## config.mk

```make
export PLATFORM = sky130hd
export DESIGN_NAME = fir_filter_tdm_flat
export DESIGN_NICKNAME = d
export VERILOG_FILES = /design/src/rtl/fir_pkg.sv /design/src/rtl/fir_filter_tdm_if.sv /design/src/rtl/fir_mac.sv /design/src/rtl/fir_filter_tdm.sv /design/src/flat_wrapper.sv
export SDC_FILE = /design/constraint.sdc
export NUM_CORES = 1
export LEC_CHECK = 0
export CAP_MARGIN = 20
export CORE_MARGIN = 2
export CORE_UTILIZATION = 50
export CTS_CLUSTER_DIAMETER = 200
export DETAILED_ROUTE_END_ITERATION = 6
export DONT_BUFFER_PORTS = 1
export RECOVER_POWER = 100
export SYNTH_ARGS = -nofsm -noshare
export SYNTH_HDL_FRONTEND = slang
export SYNTH_HIERARCHICAL = 1
export SYNTH_SLANG_ARGS = --single-unit
```

## constraint.sdc

```tcl
create_clock -name clk -period 13.16 [get_ports clk]
set_input_delay 2.632 -clock clk [delete_from_list [all_inputs] [get_ports clk]]
set_output_delay 2.632 -clock clk [all_outputs]
set_load 0.02 [all_outputs]
```

## src/rtl/fir_pkg.sv

```systemverilog
// Shared types and helpers for the time-multiplexed FIR filter: FSM states,
// width helpers and the round/shift/saturate output stage.
package fir_pkg;

    typedef enum logic [1:0] {
        StIdle,
        StMac,
        StOut
    } state_e;

    typedef struct packed {
        logic signed [63:0] value;
        logic               sat;
    } sat_res_t;

    function automatic int unsigned clog2(input int unsigned v);
        int unsigned r;
        r = 0;
        for (int unsigned p = 1; p < v; p = p << 1) begin
            r++;
        end
        return r;
    endfunction

    // Accumulator wide enough that summing NUM_TAPS full-scale products never overflows.
    function automatic int unsigned acc_w(input int unsigned data_w, input int unsigned coef_w,
                                          input int unsigned num_taps);
        return data_w + coef_w + clog2(num_taps);
    endfunction

    // Round half up, arithmetic shift right, then clip to a data_w-bit signed range.
    function automatic sat_res_t sat_round(input logic signed [63:0] acc,
                                           input int unsigned shift,
                                           input int unsigned data_w);
        logic signed [63:0] bias;
        logic signed [63:0] r;
        logic signed [63:0] hi;
        logic signed [63:0] lo;
        sat_res_t           res;
        bias = (shift > 0) ? (64'sd1 <<< (shift - 1)) : 64'sd0;
        r    = (acc + bias) >>> shift;
        hi   = (64'sd1 <<< (data_w - 1)) - 64'sd1;
        lo   = -(64'sd1 <<< (data_w - 1));
        res.value = r;
        res.sat   = 1'b0;
        if (r > hi) begin
            res.value = hi;
            res.sat   = 1'b1;
        end else if (r < lo) begin
            res.value = lo;
            res.sat   = 1'b1;
        end
        return res;
    endfunction

endpackage

```

## src/rtl/fir_filter_tdm_if.sv

```systemverilog
// Sample, result and coefficient-write signals of the FIR filter.
// master is the sample source / controller side, slave is the filter.
interface fir_filter_tdm_if #(
    parameter int unsigned DATA_W = 16,
    parameter int unsigned COEF_W = 16,
    parameter int unsigned ADDR_W = 2
);
    logic signed [DATA_W-1:0] in_data;
    logic                     in_valid;
    logic                     in_ready;
    logic signed [DATA_W-1:0] out_data;
    logic                     out_sat;
    logic                     out_valid;
    logic                     out_ready;
    logic                     coef_we;
    logic [ADDR_W-1:0]        coef_addr;
    logic signed [COEF_W-1:0] coef_wdata;
    logic                     clear;

    modport master (
        output in_data, in_valid, out_ready, coef_we, coef_addr, coef_wdata, clear,
        input  in_ready, out_data, out_sat, out_valid
    );

    modport slave (
        input  in_data, in_valid, out_ready, coef_we, coef_addr, coef_wdata, clear,
        output in_ready, out_data, out_sat, out_valid
    );
endinterface

```

## src/rtl/fir_mac.sv

```systemverilog
// Registered signed multiply-accumulate with synchronous clear.
// sum is the combinational next value so the caller can capture the final tap directly.
module fir_mac
    import fir_pkg::*;
#(
    parameter int unsigned DATA_W = 16,
    parameter int unsigned COEF_W = 16,
    parameter int unsigned ACC_W  = acc_w(16, 16, 4)
) (
    input  logic                     clk,
    input  logic                     reset,
    input  logic                     clr,
    input  logic                     en,
    input  logic signed [DATA_W-1:0] x,
    input  logic signed [COEF_W-1:0] c,
    output logic signed [ACC_W-1:0]  sum
);
    logic signed [ACC_W-1:0] acc_q;

    always_comb begin
        sum = acc_q + ACC_W'(x) * ACC_W'(c);
    end

    always_ff @(posedge clk or negedge reset) begin
        if (!reset) begin
            acc_q <= '0;
        end else if (clr) begin
            acc_q <= '0;
        end else if (en) begin
            acc_q <= sum;
        end
    end
endmodule

```

## src/rtl/fir_filter_tdm.sv

```systemverilog
// Time-multiplexed NUM_TAPS FIR filter: one tap per cycle through a single MAC,
// run-time writable coefficients, rounded/shifted/saturated output.
module fir_filter_tdm
    import fir_pkg::*;
#(
    parameter int unsigned DATA_W   = 16,
    parameter int unsigned COEF_W   = 16,
    parameter int unsigned NUM_TAPS = 4,
    parameter int unsigned SHIFT    = 0
) (
    input logic           clk,
    input logic           reset,
    fir_filter_tdm_if.slave bus
);
    localparam int unsigned ADDR_W = clog2(NUM_TAPS);
    localparam int unsigned ACC_W  = acc_w(DATA_W, COEF_W, NUM_TAPS);

    state_e                   state_q;
    logic [ADDR_W-1:0]        k_q;
    logic signed [DATA_W-1:0] x_q    [NUM_TAPS];
    logic signed [COEF_W-1:0] coef_q [NUM_TAPS];
    logic signed [DATA_W-1:0] out_data_q;
    logic                     out_sat_q;
    logic                     out_valid_q;

    logic                     idle;
    logic                     last;
    logic signed [ACC_W-1:0]  sum;
    sat_res_t                 res;

    assign idle = (state_q == StIdle);
    assign last = (k_q == ADDR_W'(NUM_TAPS - 1));

    fir_mac #(
        .DATA_W (DATA_W),
        .COEF_W (COEF_W),
        .ACC_W  (ACC_W)
    ) u_mac (
        .clk   (clk),
        .reset (reset),
        .clr   (idle && bus.in_valid),
        .en    (state_q == StMac),
        .x     (x_q[k_q]),
        .c     (coef_q[k_q]),
        .sum   (sum)
    );

    always_comb begin
        res = sat_round(64'(sum), SHIFT, DATA_W);
    end

    always_ff @(posedge clk or negedge reset) begin
        if (!reset) begin
            state_q     <= StIdle;
            k_q         <= '0;
            out_data_q  <= '0;
            out_sat_q   <= 1'b0;
            out_valid_q <= 1'b0;
            for (int i = 0; i < NUM_TAPS; i++) begin
                x_q[i]    <= '0;
                coef_q[i] <= (i == 0) ? COEF_W'(1) : '0;
            end
        end else begin
            unique case (state_q)
                StIdle: begin
                    if (bus.coef_we && (int'(bus.coef_addr) < NUM_TAPS)) begin
                        coef_q[bus.coef_addr] <= bus.coef_wdata;
                    end
                    // A clear arriving with a sample wipes the history before the shift.
                    if (bus.in_valid) begin
                        x_q[0] <= bus.in_data;
                        for (int i = 1; i < NUM_TAPS; i++) begin
                            x_q[i] <= bus.clear ? '0 : x_q[i-1];
                        end
                        k_q     <= '0;
                        state_q <= StMac;
                    end else if (bus.clear) begin
                        for (int i = 0; i < NUM_TAPS; i++) begin
                            x_q[i] <= '0;
                        end
                    end
                end
                StMac: begin
                    k_q <= k_q + ADDR_W'(1);
                    if (last) begin
                        out_data_q  <= DATA_W'(res.value);
                        out_sat_q   <= res.sat;
                        out_valid_q <= 1'b1;
                        k_q         <= '0;
                        state_q     <= StOut;
                    end
                end
                StOut: begin
                    if (bus.out_ready) begin
                        out_valid_q <= 1'b0;
                        state_q     <= StIdle;
                    end
                end
                default: state_q <= StIdle;
            endcase
        end
    end

    assign bus.in_ready  = idle;
    assign bus.out_data  = out_data_q;
    assign bus.out_sat   = out_sat_q;
    assign bus.out_valid = out_valid_q;
endmodule

```

## src/flat_wrapper.sv

```systemverilog
// flat-port wrapper written by rule: the top's interface ports become plain ports
module fir_filter_tdm_flat import fir_pkg::*;
#(
    parameter int unsigned DATA_W   = 16,
    parameter int unsigned COEF_W   = 16,
    parameter int unsigned NUM_TAPS = 4,
    parameter int unsigned SHIFT    = 0
)
  (clk, reset, bus_in_data, bus_in_valid, bus_out_ready, bus_coef_we, bus_coef_addr, bus_coef_wdata, bus_clear, bus_in_ready, bus_out_data, bus_out_sat, bus_out_valid);
  fir_filter_tdm_if #(.DATA_W(DATA_W), .COEF_W(COEF_W), .ADDR_W(2)) bus_i ();
  input logic clk;
  input logic reset;
  input wire logic [$bits(bus_i.in_data)-1:0] bus_in_data;
  input wire logic [$bits(bus_i.in_valid)-1:0] bus_in_valid;
  input wire logic [$bits(bus_i.out_ready)-1:0] bus_out_ready;
  input wire logic [$bits(bus_i.coef_we)-1:0] bus_coef_we;
  input wire logic [$bits(bus_i.coef_addr)-1:0] bus_coef_addr;
  input wire logic [$bits(bus_i.coef_wdata)-1:0] bus_coef_wdata;
  input wire logic [$bits(bus_i.clear)-1:0] bus_clear;
  output wire logic [$bits(bus_i.in_ready)-1:0] bus_in_ready;
  output wire logic [$bits(bus_i.out_data)-1:0] bus_out_data;
  output wire logic [$bits(bus_i.out_sat)-1:0] bus_out_sat;
  output wire logic [$bits(bus_i.out_valid)-1:0] bus_out_valid;
  assign bus_i.in_data = bus_in_data;
  assign bus_i.in_valid = bus_in_valid;
  assign bus_i.out_ready = bus_out_ready;
  assign bus_i.coef_we = bus_coef_we;
  assign bus_i.coef_addr = bus_coef_addr;
  assign bus_i.coef_wdata = bus_coef_wdata;
  assign bus_i.clear = bus_clear;
  assign bus_in_ready = bus_i.in_ready;
  assign bus_out_data = bus_i.out_data;
  assign bus_out_sat = bus_i.out_sat;
  assign bus_out_valid = bus_i.out_valid;
  fir_filter_tdm #(.DATA_W(DATA_W), .COEF_W(COEF_W), .NUM_TAPS(NUM_TAPS), .SHIFT(SHIFT)) u_core (.clk(clk), .reset(reset), .bus(bus_i));
endmodule
```

Word-level counts from Yosys, hierarchy flattened
Index checks and enable logic that the tools add are counted.

word-level totals
  logic and storage cells = 71
  memory bits (read-only) = 0
  latch bits = 0
  RAM bits = 0
  memories kept = 0
  output and inout bits = 19
  flip-flop bits (word level) = 184
  input bits = 40

operators by class
  div/mod/pow operators = 0
  reductions and logical operators = 13
  equal/unequal tests = 6
  $mul = 1
  bitwise gates (word level) = 2
  add/sub/neg operators = 2
  shifts and indexed selects = 0
  order comparisons = 5
  mux-type cells = 28

operators by type and width
  cell                                                                               count
  16-bit 2-to-1 mux                                                                  8
  64-bit 2-to-1 mux                                                                  2
  34-bit 2-to-1 mux                                                                  2
  16-bit binary-select mux with 2-bit select                                         2
  64-bit bitwise mux                                                                 1
  34-bit by 32-bit adder with 34-bit output                                          1
  34-bit by 16-bit greater-than comparator with 1-bit output, second input constant  1
  34-bit by 16-bit < comparator with 1-bit output, second input constant             1
  17-bit 2-to-1 mux                                                                  2
  16-bit demux with 2-bit select                                                     1
  16-bit by 16-bit multiplier with 32-bit output                                     1
  2-bit 2-to-1 mux                                                                   5
  2-bit AND reduction                                                                4
  2-bit nonzero test                                                                 4
  3-bit >= comparator, second input constant                                         2
  2-bit NOT with 3-bit output                                                        2
  2-bit case mux with 3 select lines                                                 1
  3-bit AND reduction                                                                2
  2-bit equality test, second input constant                                         2
  2-bit inequality test, second input constant                                       2
  2-bit case mux with 2 select lines                                                 1
  3-bit by 1-bit < comparator with 1-bit output, second input constant               1
  2-bit by 1-bit adder with 2-bit output, second input constant                      1
  2-bit by 1-bit equality test with 1-bit output, second input constant              1
  5 further kinds                                                                    7

Depth between registers and ports, before layout
Gate-level depths: netlist (run 1).

  word-level depth = 9
  mapped depth = 31
  depth with buffers taken out = 26

Hierarchy
Netlist (run 1), hierarchy kept.

by module, submodules not included
  module          area an instance (um^2)  sequential area each (um^2)  instances  cells each
  fir_mac         13,092.6                 850.8                        1          1,416
  fir_filter_tdm  6,541.3                  3,754.9                      1          449

Least setup slack after synthesis (run 1)
OpenSTA, ideal clock, no wires.

  path type = register to register
  start = register u_core.k_q[0]
  end = register u_core.out_data_q[10], in the netlist u_core/bus.out_data[10]
  buffers on the path = 5
  data arrival time = 7.862 ns
  setup time = 0.127 ns
  setup slack = 5.171 ns
  clock period less this slack = 7.989 ns
  cell stages (with the launch flop) = 30
  data required time = 13.033 ns
  path through = dfrtp_1 -> buf_2 -> buf_2 -> mux4_2 -> clkbuf_1 -> nand2_1 -> inv_1 -> fa_1 -> inv_1 -> fa_1 -> inv_1 -> fa_1 -> fa_1 -> fa_1 -> inv_1 -> fa_1 -> inv_1 -> ha_1 -> clkbuf_1 -> a21o_1 -> o21bai_1 -> or2_2 -> o21ai_2 -> o211ai_1 -> xnor2_1 -> nor4_1 -> nand4_1 -> o41ai_4 -> buf_4 -> a31oi_1

on the way
  word-level cells in the longest chain between the ends = 9
  elaborated cells between the ends (all ways) = 15
  those cells by class = add/sub: 1; mul: 1; order compare: 2; eq/ne: 1; mux: 8; bitwise: 1; reduce/logical: 1

RTL lines
  item                                                                  line                                        text
  from (decl)                                                           fir_filter_tdm.sv:19                        logic [ADDR_W-1:0] k_q;
  from (signal assigned)                                                fir_filter_tdm.sv:84                        k_q <= k_q + ADDR_W'(1);
  2-bit NOT with 3-bit output (implied by the code) (*)                 fir_filter_tdm.sv:43, fir_filter_tdm.sv:44
  16-bit binary-select mux with 2-bit select, on equally long branches  fir_filter_tdm.sv:43, fir_filter_tdm.sv:44
  16-bit 2-to-1 mux, on equally long branches (2 in a row)              fir_filter_tdm.sv:43, fir_filter_tdm.sv:44
  16-bit by 16-bit multiplier with 32-bit output (*)                    fir_mac.sv:21                               sum = acc_q + ACC_W'(x) * ACC_W'(c);
  34-bit by 32-bit adder with 34-bit output (*)                         fir_mac.sv:21
  via u_core.sum[33]                                                    fir_filter_tdm.sv:28                        logic signed [ACC_W-1:0] sum;
  34-bit by 16-bit < comparator with 1-bit output                       fir_pkg.sv:49                               end else if (r < lo) begin
  17-bit 2-to-1 mux                                                     fir_pkg.sv:49
  17-bit 2-to-1 mux (*)                                                 fir_pkg.sv:46                               if (r > hi) begin
  to (signal assigned)                                                  fir_filter_tdm.sv:86                        out_data_q <= DATA_W'(res.value);
  to (decl)                                                             fir_filter_tdm.sv:22                        logic signed [DATA_W-1:0] out_data_q;

The timed path passes the listed nets; every way through them passes the cells marked *. The select of a mux whose other input is x is not followed.
A chain may end at the register's enable or synchronous reset.

Final worst setup path (run 1)
  start = register u_core.k_q[0]
  end = register u_core.out_data_q[13], in the netlist u_core/bus.out_data[13]

Same word-level chain as after synthesis.

==> qor.csv, run 1 <==
stage,metric,value,unit
global_routing,grt_max_degree,185,
detailed_routing,wl_per_cell,19.8,um
layout,area_growth,4.39,%
sta,setup_slack,2.73,ns
detailed_routing,drtIter0Drc,658,
clock_tree,insertion_delay,0.47,ns
global_routing,grt_pass1_vias,14400,
placed_design,dp_slack,3.85,ns
floorplanning,die_y,202,um
layout,nets,2255,
placed_design,io_buffers,0,
synth,postSynthAreaPerCell,10.5,um2
global_routing,antenna_found_initial,1,
status,status,"complete, but fails checks",
clock_tree,ctsHoldBuffers,0,
floorplanning,boundaryPins,59,
synth,async_flop_share,100,%
synth,yosysWarnings,6,
detailed_routing,drtAntennaViolNets,0,
job,cap_violations,5,
synth,synth_edf_count,0,
sta,relSlewSlack,-102,%
sta,finalHoldViolations,0,
clock_tree,cts_tree,yes,
clock_tree,clk_pin_slew_worst_paths,0.08,ns
clock_tree,post_cts_buffers,0,
synth,syn_inst,1865,
status,violations,"max-capacitance violations, max-slew violations",
detailed_routing,vias,12900,
detailed_routing,drt_wl_total,46200,um
placed_design,routabilityCongestion,0.905,
critical_path,crit_path_frequent_cell,fa_1,
detailed_routing,drcViolationCount,0,
placed_design,dp_hpwl,34600,um
critical_path,critical-path-top-delay-family,adder cells,
floorplanning,start_util,50.7,%
detailed_routing,vias_per_cell,5.54,
sta,rsz0062_at_grt,no,
sta,skew,0.0162,ns
sta,fin_crit,10.43,ns
layout,utilization,52.9,%
layout,drive_gt1_share,8.30,%
clock_tree,cts_resized,0,
hold_path,hp-class,reg -> reg,
layout,fill_cells,3492,
clock_tree,root_buffer,clkbuf_16,
sta,max_freq,95.8,MHz
synth,synth_top_area_share,31.1,%
synth,synth_area,19600,um2
synth,synth.ff_latch_count,184,
sta,worst_slew_pin_slew,3.01,ns
critical_path,crit_chain,"clkbuf_1, mux4_2, nand2_1, inv_1, fa_1, inv_1, fa_1, fa_1, fa_1, fa_1, fa_1, inv_1, ha_1, and3_1, nand4_1, a31o_1, a2111oi_4, nor3_1, xnor2_1, nor4_1, nand4_1, o41ai_4, a31oi_1",
synth,seq_area_frac_synth,23.5,%
global_routing,gr-total-overflow,0,
critical_path,critPathBufInv,4,
global_routing,grt.total_usage,24.5,%
sta,setup_viol,0,
critical_path,crit_path_top_delay_cell,clkbuf_1,
clock_tree,clock-sinks,184,
sta,slew_viol_final,140,
synth,synth_top_cell_by_area,fa_1,
detailed_routing,firstDrtPassIters,7,
synth,synthTopCellsByArea,"fa_1 (31%), dfrtp_1 (23%), inv_1 (6.9%)",
critical_path,critPathKind,reg -> reg,
critical_path,required,13.44,ns
clock_tree,htree_levels,4,
critical_path,worstPathMaxFanout,19,
sta,finalSetupTns,0,ns
global_routing,grt_first_pass_wirelength,78100,um
layout,diodes,0,
floorplanning,die_w,202,um
sta,layout_worst_path_cycle_share,79.3,%
critical_path,cp-end-kind,flop,
critical_path,critPathLaunchType,flop,
synth,ys_types,81,
floorplanning,coreArea,38700,um2
clock_tree,clk_path_buf_depth,2,
synth,syn-num-nets,2313,
synth,synth_flop_cell,dfrtp_1,
floorplanning,rows,72,
floorplanning,die_area,40900,um2
critical_path,crit_arrival,10.71,ns
critical_path,cpPeakStageDelay,1.22,ns
clock_tree,cts-buffers-inserted,17,
-- cell families (layout without fill, tap and decap cells) --
kind of cell	Yosys count	count (layout)	share of synthesized area, %
buffers and inverters	447	402	8.93
multiplexers	113	113	8.21
AO/OA/AOI/OAI	220	220	8.28
adder cells (fa/ha/maj)	408	408	37.7
flip-flops	184	184	23.5
XOR/XNOR	37	37	1.65
AND/OR/NAND/NOR	456	456	11.8
-- final cells by class --
type / instances / area (um2) / share of cell area (%)
multi-input cells: 1234 / 13200 / 64.4
flip-flops and latches: 184 / 4610 / 22.5
inverters: 363 / 1360 / 6.65
well taps: 518 / 648 / 3.16
clock buffers: 18 / 429 / 2.09
clock inverters: 14 / 200 / 0.977
repair buffers: 7 / 51.3 / 0.250
-- sequential cells by signal (all words and copies together), names as in the netlist --
| name | cells |
|---|---|
| u_core/coef_q | 64 |
| u_core/u_mac/acc_q | 34 |
| u_core/bus.out_sat | 1 |
| u_core/bus.out_valid | 1 |
| u_core/x_q | 64 |
| u_core/k_q | 2 |
| u_core/state_q | 2 |
| u_core/bus.out_data | 16 |
-- worst register-to-register path, cell delays in order, from the launching register on --
cell and delay, ns:
dfrtp_1 1.02, clkbuf_1 1.22, mux4_2 0.84, nand2_1 0.20, inv_1 0.08, fa_1 0.68, inv_1 0.14, fa_1 0.78
fa_1 0.52, fa_1 0.57, fa_1 0.43, fa_1 0.49, inv_1 0.04, ha_1 0.45, and3_1 0.25, nand4_1 0.11
a31o_1 0.30, a2111oi_4 0.41, nor3_1 0.10, xnor2_1 0.16, nor4_1 0.30, nand4_1 0.21, o41ai_4 0.73, a31oi_1 0.20
-- final timing paths --
| check | end | slack, ns | startpoint | cells past startpoint |
|---|---|---|---|---|
| setup / recovery | u_core/bus.out_data[13]$_DFFE_PN0P_ | 2.73 | u_core/k_q[0]$_DFFE_PN0P_ | 23 |
| hold / removal | u_core/coef_q[27]$_DFFE_PN0P_ | 0.51 | u_core/coef_q[27]$_DFFE_PN0P_ | 1 |
| setup reg to reg | u_core/bus.out_data[13]$_DFFE_PN0P_ | 2.73 | u_core/k_q[0]$_DFFE_PN0P_ | 23 |
| hold reg to reg | u_core/coef_q[27]$_DFFE_PN0P_ | 0.51 | u_core/coef_q[27]$_DFFE_PN0P_ | 1 |
| max in group asynchronous | u_core/coef_q[48]$_DFFE_PN1P_ | 11.06 | reset | 0 |
| min in group asynchronous | u_core/x_q[38]$_DFFE_PN0P_ | 1.86 | reset | 0 |
-- per-stage QoR --
step | hold slack [ns] | instance area [um2] | cells
after detailed placement | 0.489 | 19900 | 2304
after global routing | 0.517 | 20500 | 2338
after floorplan | 0.466 | 19600 | 1865
final | 0.506 | 20500 | 2338
after global placement | 0.481 | 19900 | 2304
after CTS | 0.510 | 20600 | 2336
-- per-layer routing --
layer,track usage (%),share of wire [%],wire length (um),up-vias
li1,-,-,-,5829
met1,32.5,43,19900,6854
met4,6.57,1.8,816,0
met2,42.8,52,24000,221
met5,0,0,0,-
met3,3.14,3.1,1430,43
-- cells in the final DEF, fill, tap and decap left out, types with 22 or more instances in the layout --
cell type,synthesis,layout
xnor2_1,28,28
a31oi_1,21,22
nor2_1,67,68
a22o_1,67,67
nand2_1,172,173
ha_1,103,103
and2_1,105,102
inv_1,361,361
mux2_2,64,64
nand3_1,27,27
a21oi_1,54,54
dfrtp_1,183,183
mux4_2,32,32
fa_1,305,305
-- cells in the mapped netlist, types with 6 or more instances --
cell type	instances
a211oi_1	6
a21o_1	8
a21oi_1	54
a22o_1	67
a31oi_1	21
and2_1	105
buf_2	10
buf_4	6
clkbuf_1	60
dfrtp_1	183
fa_1	305
ha_1	103
inv_1	361
mux2_2	64
mux2i_1	17
mux4_2	32
nand2_1	172
nand2b_1	12
nand3_1	27
nand4_1	12
nor2_1	67
nor3_1	12
o211ai_1	9
o21a_1	8
o21ai_0	15
xnor2_1	28
xor2_1	9
Power of run 1 is not shown: default switching activity piles up to over one toggle a cycle in this logic, so the estimate is an artifact.
==> run 2: changes to the inputs <==
==> constraint.sdc (replaced) <==
create_clock -name clk -period 10.7 [get_ports clk]
set_input_delay 2.14 -clock clk [delete_from_list [all_inputs] [get_ports clk]]
set_output_delay 2.14 -clock clk [all_outputs]
set_load 0.02 [all_outputs]
==> qor.csv, run 2 (synthesis gave the netlist of run 1 again) <==
stage,metric,value,unit,change
detailed_routing,drtAntennaViolNets,0,,unchanged
layout,final_common_cell,inv_1,,
critical_path,critical-path-top-delay-family,adder cells,,
sta,skew,0.0163,ns,+0.0000939 ns
critical_path,worstPathMaxFanout,21,,+2
global_routing,grt_pass1_vias,14700,,+2.0%
detailed_routing,wl_per_cell,19.6,um,-0.68%
sta,relSlewSlack,-114,%,-12 points
floorplanning,die_area,40900,um2,unchanged
critical_path,critPathKind,reg -> reg,,
layout,reg.largest.list,"u_core/coef_q (64), u_core/x_q (64), u_core/u_mac/acc_q (34)",,
global_routing,grt.total_usage,24.3,%,-0.27 points
critical_path,critPathLaunchType,flop,,
floorplanning,start_util,50.7,%,unchanged
global_routing,gr-total-overflow,0,,unchanged
layout,diodes,0,,unchanged
detailed_routing,drtIter0Drc,709,,+7.8%
critical_path,crit_path_frequent_cell,fa_1,,
detailed_routing,vias,13000,,+0.42%
placed_design,numPlacedInstances,2304,,unchanged
clock_tree,htree_levels,4,,unchanged
sta,fin_crit,9.44,ns,-0.989 ns
critical_path,cp-end-kind,flop,,
global_routing,grt_first_pass_wirelength,77500,um,-0.74%
layout,area.sequential,4610,um2,unchanged
critical_path,cpPeakStageDelay,1.21,ns,about the same
sta,rsz0062_at_grt,no,,
global_routing,grt_max_degree,185,,unchanged
detailed_routing,firstDrtPassIters,7,,unchanged
clock_tree,clock-sinks,184,,unchanged
layout,drive_gt1_share,8.24,%,-0.055 points
placed_design,routabilityCongestion,0.842,,-7.0%
clock_tree,root_buffer,clkbuf_16,,
clock_tree,post_cts_buffers,0,,unchanged
detailed_routing,vias_per_cell,5.56,,+0.42%
status,status,"complete, but fails checks",,
sta,max_freq,106,MHz,+10%
sta,setup_viol,0,,unchanged
sta,slew_viol_final,150,,+7.1%
job,cap_violations,5,,unchanged
sta,worst_slew_pin_slew,3.17,ns,+0.156 ns
layout,nets,2255,,unchanged
clock_tree,cts_resized,0,,unchanged
critical_path,required,10.99,ns,-2.45 ns
clock_tree,clk_path_buf_depth,2,,unchanged
layout,multiInputGateArea,13200,um2,-0.12%
layout,most-common-layout-cells,"inv_1 (361), fa_1 (305), dfrtp_1 (183), nand2_1 (173), ha_1 (103)",,
hold_path,hp-class,reg -> reg,,
placed_design,dp_hpwl,34500,um,-0.21%
layout,fill_cells,3467,,-0.72%
detailed_routing,drcViolationCount,0,,unchanged
clock_tree,ctsHoldBuffers,0,,unchanged
detailed_routing,drt_wl_total,45900,um,-0.68%
critical_path,crit_chain,"mux4_2, nand2_1, inv_1, fa_1, inv_1, fa_1, fa_1, fa_1, fa_1, fa_1, inv_1, ha_1, and3_1, nand4_1, a31o_1, a2111oi_4, nor3_1, xnor2_1, nor4_1, nand4_1, o41ai_4, a31oi_1",,
sta,layout_worst_path_cycle_share,88.3,%,+9.0 points
floorplanning,coreArea,38700,um2,unchanged
placed_design,dp_slack,1.66,ns,-2.19 ns
floorplanning,die_w,202,um,unchanged
clock_tree,insertion_delay,0.47,ns,about the same
critical_path,crit_path_top_delay_cell,dfrtp_1,,
sta,finalHoldViolations,0,,unchanged
floorplanning,die_y,202,um,unchanged
critical_path,crit_arrival,9.74,ns,-0.97 ns
floorplanning,boundaryPins,59,,unchanged
layout,area_growth,4.38,%,about the same
clock_tree,cts-buffers-inserted,17,,unchanged
placed_design,io_buffers,0,,unchanged
clock_tree,clk_pin_slew_worst_paths,0.08,ns,about the same
clock_tree,cts_tree,yes,,
global_routing,antenna_found_initial,0,,-1
critical_path,critPathBufInv,3,,-1
critical_path,r2r_slack,1.26,ns,-1.47 ns
sta,finalSetupTns,0,ns,unchanged
layout,stdcell_count,2338,,unchanged
status,violations,"max-capacitance violations, max-slew violations",,
sta,setup_slack,1.26,ns,-1.47 ns
floorplanning,rows,72,,unchanged
-- run 2: per-layer routing --
layer  GRT usage (%)  routed length [um]  vias up
li1                -                   -     5836
met1            31.3               19600     6834
met2            42.3               23400      266
met3            3.47                1600       65
met4            8.00                1250        0
met5               0                   0        -
-- run 2: area by class of cell --
type	instances	area share, %
Multi-Input combinational cell	1234	64.3
Timing Repair Buffer	7	0.287
Tap cell	518	3.16
Clock inverter	15	1.03
Inverter	363	6.65
Sequential cell	184	22.5
Clock buffer	17	2.08
-- run 2: metrics by stage --
step / util (%) / instance area (um2) / hold WS [ns]
after floorplan: - / 19600 / 0.466
after CTS: 53.1 / 20600 / 0.507
after detailed placement: 51.5 / 19900 / 0.485
final: 52.9 / 20500 / 0.506
after global placement: 51.5 / 19900 / 0.483
after global routing: 52.9 / 20500 / 0.519
-- run 2: final timing paths --
check / from / cells after the start / to
min reg2reg: u_core/x_q[1]$_DFFE_PN0P_ / 1 / u_core/x_q[1]$_DFFE_PN0P_
max reg2reg: u_core/k_q[0]$_DFFE_PN0P_ / 22 / u_core/bus.out_data[2]$_DFFE_PN0P_
max: u_core/k_q[0]$_DFFE_PN0P_ / 22 / u_core/bus.out_data[2]$_DFFE_PN0P_
min: u_core/x_q[1]$_DFFE_PN0P_ / 1 / u_core/x_q[1]$_DFFE_PN0P_
max in group asynchronous: reset / 0 / u_core/coef_q[48]$_DFFE_PN1P_
min in group asynchronous: reset / 0 / u_core/x_q[53]$_DFFE_PN0P_
Power of run 2 is left out for the same reason.
